`src/rtl/spi_master_n.sv`:
```
// spi_master_n: parametrised full-duplex SPI master; define SPI_LSB_FIRST_EN for LSB-first bit order
module spi_master_n #(
  parameter int DATA_W = 64,
  parameter int NUM_CS = 1,
  parameter int CLK_DIV = 2,
  parameter int CPOL = 0,
  parameter int CPHA = 0,
  localparam int CSW = NUM_CS > 1 ? $clog2(NUM_CS) : 1
) (
  input  logic              sclk_m,
  input  logic              reset,
  input  logic              start,
  input  logic [CSW-1:0]    cs_sel,
  input  logic [DATA_W-1:0] tx_data,
  output logic              busy,
  output logic              done,
  output logic [DATA_W-1:0] rx_data,
  output logic              sck,
  output logic [NUM_CS-1:0] cs_n,
  output logic              mosi,
  input  logic              miso,
  output logic [6:0]        bit_cnt
);
  localparam int CW = CLK_DIV > 1 ? $clog2(CLK_DIV) : 1;
  localparam logic [7:0] LAST = 8'(2 * DATA_W);
  localparam logic [2:0] IDLE = 3'd0, SETUP = 3'd1, XFER = 3'd2, HOLD = 3'd3, DONE = 3'd4;
  logic [2:0] state;
  logic [CW-1:0] cnt;
  logic [7:0] edges;
  logic [DATA_W-1:0] tx_sr, rx_sr, tx_next, rx_next, load_next;
  logic [NUM_CS-1:0] cs_dec;
  logic tick, edge_go, sample, shift, tx_head, load_head;
  // Edge scheduling, chip-select decode and bit-order dependent shift paths
  always_comb begin
    tick = cnt == CW'(CLK_DIV - 1);
    edge_go = tick && (state == SETUP || (state == XFER && edges != LAST));
    sample = edge_go && (edges[0] == (CPHA != 0));
    shift = edge_go && !sample;
    cs_dec = '1;
    for (int i = 0; i < NUM_CS; i++) cs_dec[i] = cs_sel != CSW'(i);
`ifdef SPI_LSB_FIRST_EN
    tx_head = tx_sr[0];
    tx_next = tx_sr >> 1;
    load_head = tx_data[0];
    load_next = CPHA == 0 ? tx_data >> 1 : tx_data;
    rx_next = {miso, rx_sr[DATA_W-1:1]};
`else
    tx_head = tx_sr[DATA_W-1];
    tx_next = tx_sr << 1;
    load_head = tx_data[DATA_W-1];
    load_next = CPHA == 0 ? tx_data << 1 : tx_data;
    rx_next = {rx_sr[DATA_W-2:0], miso};
`endif
  end
  // Transfer sequencing: state, divider, SCK edges, shift registers and outputs
  always_ff @(posedge sclk_m or negedge reset) begin
    if (!reset) begin
      state <= IDLE;
      cnt <= '0;
      edges <= '0;
      tx_sr <= '0;
      rx_sr <= '0;
      busy <= 1'b0;
      done <= 1'b0;
      rx_data <= '0;
      sck <= 1'(CPOL);
      cs_n <= '1;
      mosi <= 1'b0;
      bit_cnt <= '0;
    end else begin
      cnt <= (state == IDLE || state == DONE || tick) ? '0 : cnt + CW'(1);
      case (state)
        IDLE: if (start) begin
          state <= SETUP;
          busy <= 1'b1;
          cs_n <= cs_dec;
          edges <= '0;
          bit_cnt <= '0;
          tx_sr <= load_next;
          if (CPHA == 0) mosi <= load_head;
        end
        SETUP: if (tick) state <= XFER;
        XFER: if (tick && edges == LAST) state <= HOLD;
        HOLD: if (tick) begin
          state <= DONE;
          done <= 1'b1;
          cs_n <= '1;
          rx_data <= rx_sr;
        end
        default: begin
          state <= IDLE;
          done <= 1'b0;
          busy <= 1'b0;
        end
      endcase
      if (edge_go) begin
        sck <= ~sck;
        edges <= edges + 8'd1;
      end
      if (sample) begin
        rx_sr <= rx_next;
        bit_cnt <= bit_cnt == 7'(DATA_W) ? bit_cnt : bit_cnt + 7'd1;
      end
      if (shift) begin
        mosi <= tx_head;
        tx_sr <= tx_next;
      end
    end
  end
endmodule

```
`config.mk`:
```
export PLATFORM = sky130hd
export DESIGN_NAME = spi_master_n
export DESIGN_NICKNAME = d
export VERILOG_FILES = /design/src/rtl/spi_master_n.sv
export SDC_FILE = /design/constraint.sdc
export NUM_CORES = 1
export LEC_CHECK = 0
export ABC_AREA = 1
export CORE_MARGIN = 2
export CORE_UTILIZATION = 30
export CTS_CLUSTER_SIZE = 24
export DETAILED_ROUTE_END_ITERATION = 16
export SYNTH_ARGS = -nofsm -noshare
export SYNTH_HDL_FRONTEND = slang
export SYNTH_SLANG_ARGS = --single-unit
```
`constraint.sdc`:
```
create_clock -name sclk_m -period 1.8 [get_ports sclk_m]
set_input_delay 0.36 -clock sclk_m [delete_from_list [all_inputs] [get_ports sclk_m]]
set_output_delay 0.36 -clock sclk_m [all_outputs]
set_load 0.02 [all_outputs]
```
==> Word level (Yosys, flattened, before mapping) <==
Cells that the tools add are included.
{ "totals": {"in_bits": 69, "out_inout_bits": 76, "word_cells": 83, "regBits": 216} }
{ "op_classes": {"add_sub_neg": 3, "reduce_logical": 27, "n_eq_ne": 12, "bitwise": 4, "muxes": 25} }
{ "ops": {"columns": ["op", "n"], "rows": [
  ["64-bit 2-to-1 mux", 3],
  ["7-bit 2-to-1 mux", 4],
  ["8-bit 2-to-1 mux", 3],
  ["2-bit nonzero test", 7],
  ["3-bit 2-to-1 mux", 4],
  ["3-bit case mux with 4 select lines", 1],
  ["2-bit AND reduction", 5],
  ["8-bit by 1-bit adder with 8-bit output (second input constant)", 1],
  ["8-bit equality test (second input constant)", 1],
  ["2-bit inequality test (second input constant)", 4],
  ["8-bit inequality test (second input constant)", 1],
  ["7-bit by 1-bit adder with 7-bit output (second input constant)", 1],
  ["7-bit equality test (second input constant)", 1],
  ["1-bit 2-to-1 mux", 7],
  ["3-bit by 2-bit equality test with 1-bit output (second input constant)", 2],
  ["1-bit case mux with 2 select lines", 3],
  ["3-bit AND reduction", 2],
  ["3-bit OR reduction", 2],
  ["1-bit logical AND", 5],
  ["1-bit NOT", 4],
  ["4-bit AND reduction", 1],
  ["3-bit by 1-bit equality test with 1-bit output (second input constant)", 1],
  ["3-bit equality test (second input constant)", 1],
  ["3-bit zero test", 1],
  ["other kinds (4)", 6]
]} }

==> Longest topological paths before layout <==
{ "logic_depth": {"ltp_word": 9, "depth_mapped": 12, "depth_no_buf": 11} }

==> Worst setup path before layout <==
No wires, ideal clock.
{ "synth_path": {"kind": "reg2reg", "start": "register edges[0]", "end": "register edges[0]", "t_required_ns": 1.671, "path_slack_ns": 0.145, "path_buffers": 2, "arrival_ns": 1.526, "setup_ns": 0.129, "path_stages_with_launch": 12, "synth_period_minus_slack_ns": 1.655, "path_cell_list": "dfrtp_1 inv_1 ha_1 inv_1 nor2_1 nand2_1 nand2_2 nand2_4 nand3_4 buf_6 buf_6 o21ai_0"} }
{ "synth_between": {"elab_chain_cells": 6, "elab_cells_between_ends": 9, "classes_between": "add/sub (1); eq/ne (1); mux (1); reduce/logical (6)"} }
{ "synth_rtl": {"columns": ["element", "line", "text"], "rows": [
  ["from (decl)", "29", "logic [7:0] edges;"],
  ["from (signal assigned)", "98", "edges <= edges + 8'd1;"],
  ["branches (longest 6 deep; another with 8-bit by 1-bit adder with 8-bit output)", null, null]
]} }
Parallel ways; which one is timed is not known.
A chain may end at the register's enable or synchronous reset.

==> Worst setup path in the final report <==
{ "layout_path": {"start": "register cs_n", "end": "output cs_n"} }
{ "layout_rtl": {"columns": ["element", "line", "text"], "rows": [
  ["from (decl)", "19", "output logic [NUM_CS-1:0] cs_n,"],
  ["from (signal assigned)", "76", "cs_n <= cs_dec;"]
]} }
No word-level cell between the ends.

==> metrics.md <==
| Metric | Value |
|---|---|
| Fin crit period | 1.74 ns |
| CP Buf/Inv Count | 1 |
| Iteration count of the initial detailed-routing pass | 5 |
| Setup slack at placement | -0.0572 ns |
| Slowest stage cell on the critical path | dfstp_2 |
| Status | completed |
| Final worst slack | 0.0598 ns |
| Cell depth of the worst flop-to-flop path | 11 |
| Rows | 64 |
| PortBufs | 144 |
| P_sw | ~5.8 mW |
| Crit start category | register |
| Remaining DRCs | 0 |
| WP data required | 1.44 ns |
| Die Wd | about 180 um |
| Synthesized area | 9170 um^2 |
| Clk slew on worst S/H paths | 0.07 ns |
| Worst path top cell family by delay | flip-flops |
| Tightest Hold Check Type | in2async |
| Initial DRC count | 539 |
| # fillers | roughly 3,000 |
| Worst Path Max Fanout | 2 |
| Vias in the first global route | 6,654 |
| Ant diodes | 0 |
| DR WL/cell | 13.4 um |
| Register area share after synthesis | between 50 and 60% |
| Clock tree sinks | 215 |
| Root buffer cell | clkbuf_16 |
| Final setup vio count | 0 |
| Nets@finish | 1,193 |
| Fin. Hold Viols | 0 |
| Initial core utilization | 30.2% |
| Cts bufs inserted | 25 |
| Finished Core Util | 39.0% |
| Core Region | roughly 30,000 um^2 |
| Reg power frac | 40.4% |
| DRT antenna net count | 0 |
| Seq cells post-synth | 215 |
| First-pass GRT wire length | between 30 and 40 mm |
| DR vias/cell | 4.44 |
| Clock power frac | 29.8% |
| Crit-path max cell delay | 0.55 ns |
| Cell Area, Placed | 11,100 um^2 |
| Grt ovf | 0 |
| Max Fclk | 575 MHz |
| H-tree depth | 1 |
| Design area | 11,800 um^2 |
| Die height | between 150 and 200 um |
| R2R Setup Slk | around 0.14 ns |
| Synth-to-Final Area Change | 29.0% |
| I/O pin count | 145 |
| Layout Skew | 0.0269 ns |
| WP data arrival | approximately 1.4 ns |
| Power, Total | 16.5 mW |
| Crit share post-route | 96.7% |
| Vias | 6,808 |
| Dpl cells | 1,487 |
| Slew @ Worst Pin | 0.409 ns |
| Crit path kind | reg2out |
| Internal | 10.7 mW |
| Mapped Cells | 977 |
| Initial antenna violation count | 0 |
| Maximum Capacitance Violations | 0 |
| GP Congestion | 0.782 |
| Comb pwr share | between 20% and 30% |
| CTS tree | done |
| Final wirelength | 20.6 mm |
| Syn. warnings | 0 |
| Worst r2r src | edges[1]$_DFFE_PN0P_ |
| Die area | around 32,000 um^2 |
| Cell area power density | 1400 nW/um^2 |
| Share of cells above drive strength 1 | between 10% and 20% |
| Syn Area/Cell | 9.38 um^2 |
| Total track usage | 13.1% |
| Switching Share | a little over a third |
| Unrepaired setup endpoints after global routing | true |
| Clk buf depth | 3 |
| Largest net degree at the start of global routing | 66 |
| Worst relative slew slack | ~73% |
| Final max-slew violation count | 0 |
| Final HPWL DP | roughly 14 mm |
| Yosys cell types | 34 |
| Worst r2r dst | rx_sr[56]$_DFFE_PN0P_ |
| Max IR drop VDD | 0.624 mV |
| Worst-path cell chain | clkdlybuf4s15_1 |
| Pleak | roughly 5.6 nW |
| Synth Net Count | 1,050 |
| Nature of the critical path endpoint | output pin |
| Clock network latency to the later pin of the worst-skew pair | 0.53 ns |
| Non-filler cells, final | 1,534 |
logic make-up (layout without fill, tap and decap cells):
logic type      Yosys count  count (layout)  share of synthesized area (%)
compound gates          146             146                           9.44
xor+xnor                  6               6                          0.573
fa+ha+maj                 4               4                          0.546
buf+inv                 145             306                           7.86
flops                   215             215                           58.7
simple gates            461             461                           22.9
cell usage after synthesis:
cell type,count,area (um^2)
nor2_2,1,6.26
o21ai_0,56,280
buf_2,22,110
nand3b_1,2,15.0
nor2_1,13,48.8
o21ai_2,33,289
o21a_1,1,7.51
o211ai_1,1,7.51
nand4_1,3,18.8
inv_4,1,6.26
o31ai_1,1,7.51
nand2_4,1,11.3
or2_2,2,12.5
nor3_2,1,10.0
nor3_1,1,5.00
nand3_1,123,616
nand3_2,20,200
xor2_1,4,35.0
nand2_2,9,56.3
nand2_1,283,1060
inv_2,10,37.5
o22ai_1,3,18.8
ha_1,4,50.1
a21oi_1,4,20.0
dfrtp_1,214,5360
inv_1,77,289
xnor2_1,2,17.5
buf_1,1,3.75
buf_6,18,203
clkbuf_1,13,48.8
buf_4,3,22.5
nand3_4,2,35.0
dfstp_2,1,26.3
o21ai_1,47,235
sequential cells by signal, summed over array words and instances, names as in the netlist:
signal,cells
sck,1
tx_sr,63
busy,1
rx_sr,64
state,3
edges,8
cnt,1
rx_data,64
mosi,1
done,1
bit_cnt,7
cs_n,1
layer usage:
layer | vias to the layer above | share of wire (%) | global-route usage (%) | wire (um)
li1 | 3440 | - | - | -
met1 | 3222 | 48 | 18.6 | 9840
met2 | 121 | 45 | 19.9 | 9220
met3 | 25 | 5.7 | 3.16 | 1170
met4 | 0 | 1.8 | 3.29 | 364
met5 | - | 0 | 0 | 0
layout by cell type (no fill, tap or decap), types with 2 or more instances in the layout:
master           synthesis  routed
o21ai_0                 56      56
dfrtp_1                214     214
clkbuf_1                13       5
nand2_4                  1       2
clkbuf_16                0      25
buf_12                   0      13
ha_1                     4       4
nand2_1                283     281
clkinv_2                 0       9
nand3_2                 20      20
a21oi_1                  4       4
clkbuf_8                 0       2
nand3_1                123     123
bufinv_16                0       2
nand3_4                  2       2
dlygate4sd2_1            0      73
o21ai_1                 47      47
o21ai_2                 33      33
xor2_1                   4       4
o22ai_1                  3       3
or2_2                    2       2
clkdlybuf4s50_1          0      67
nand4_1                  3       3
clkdlybuf4s15_1          0       2
inv_1                   77      75
xnor2_1                  2       2
buf_4                    3      15
nor2_1                  13      13
inv_2                   10      12
nand2_2                  9      10
nand3b_1                 2       2
stage by stage:
step | hold WS, ns | setup TNS, ns
3_5_place_dp | 0.283 | -1.85
4_1_cts | 0.310 | 0
2_1_floorplan | 0.0644 | 0
5_1_grt | 0.338 | -0.0139
3_3_place_gp | 0.285 | 0
6_report | 0.325 | 0
worst max path at each step:
stage	startpoint	endpoint	slack, ns	cells after the start
floorplan	edges[0]$_DFFE_PN0P_	edges[0]$_DFFE_PN0P_	0.14	11
global placement	edges[0]$_DFFE_PN0P_	tx_sr[49]$_DFFE_PN0P_	0.01	11
detailed placement	edges[0]$_DFFE_PN0P_	tx_sr[61]$_DFFE_PN0P_	-0.06	11
CTS	bit_cnt[2]$_DFFE_PN0P_	bit_cnt[2]	0.01	1
global route	edges[1]$_DFFE_PN0P_	rx_sr[19]$_DFFE_PN0P_	-0.009	11
finish	cs_n$_DFFE_PN1P_	cs_n	0.06	1
worst reg2reg max path: stages, from the launching register on:
cell and delay, ns:
dfrtp_1 0.40, inv_2 0.06, ha_1 0.14, inv_1 0.04, nor2_1 0.09, nand2_1 0.07
nand2_2 0.09, nand2_4 0.08, nand3_4 0.16, buf_4 0.30, nand2_1 0.11, o21ai_2 0.06
timing repair:
action,CTS,global route
hold buffers,1,0
setup buffers,0,1
hold endpoints to repair,36,0
resized for setup,78,14
setup endpoints to repair,139,84
power groups by stage:
stage	Clock (mW)	Combinational, mW	Sequential, mW
after floorplan	0	3.43	6.80
after global placement	0	4.91	6.75
after detailed placement	0	5.04	6.75
after CTS	5.09	4.94	6.68
after global routing	5.29	5.57	6.82
final	4.92	4.90	6.67
area by class of cell:
class	instances	area, um^2	area share, %
sequential	215	5380	45.5
multi-input combinational	617	3080	26.0
timing repair buffer	173	1730	14.7
clock buffer	32	672	5.68
tap	396	495	4.19
inverter	88	347	2.93
clock inverter	13	121	1.03
No activity file was read; power rests on OpenSTA's default activity.
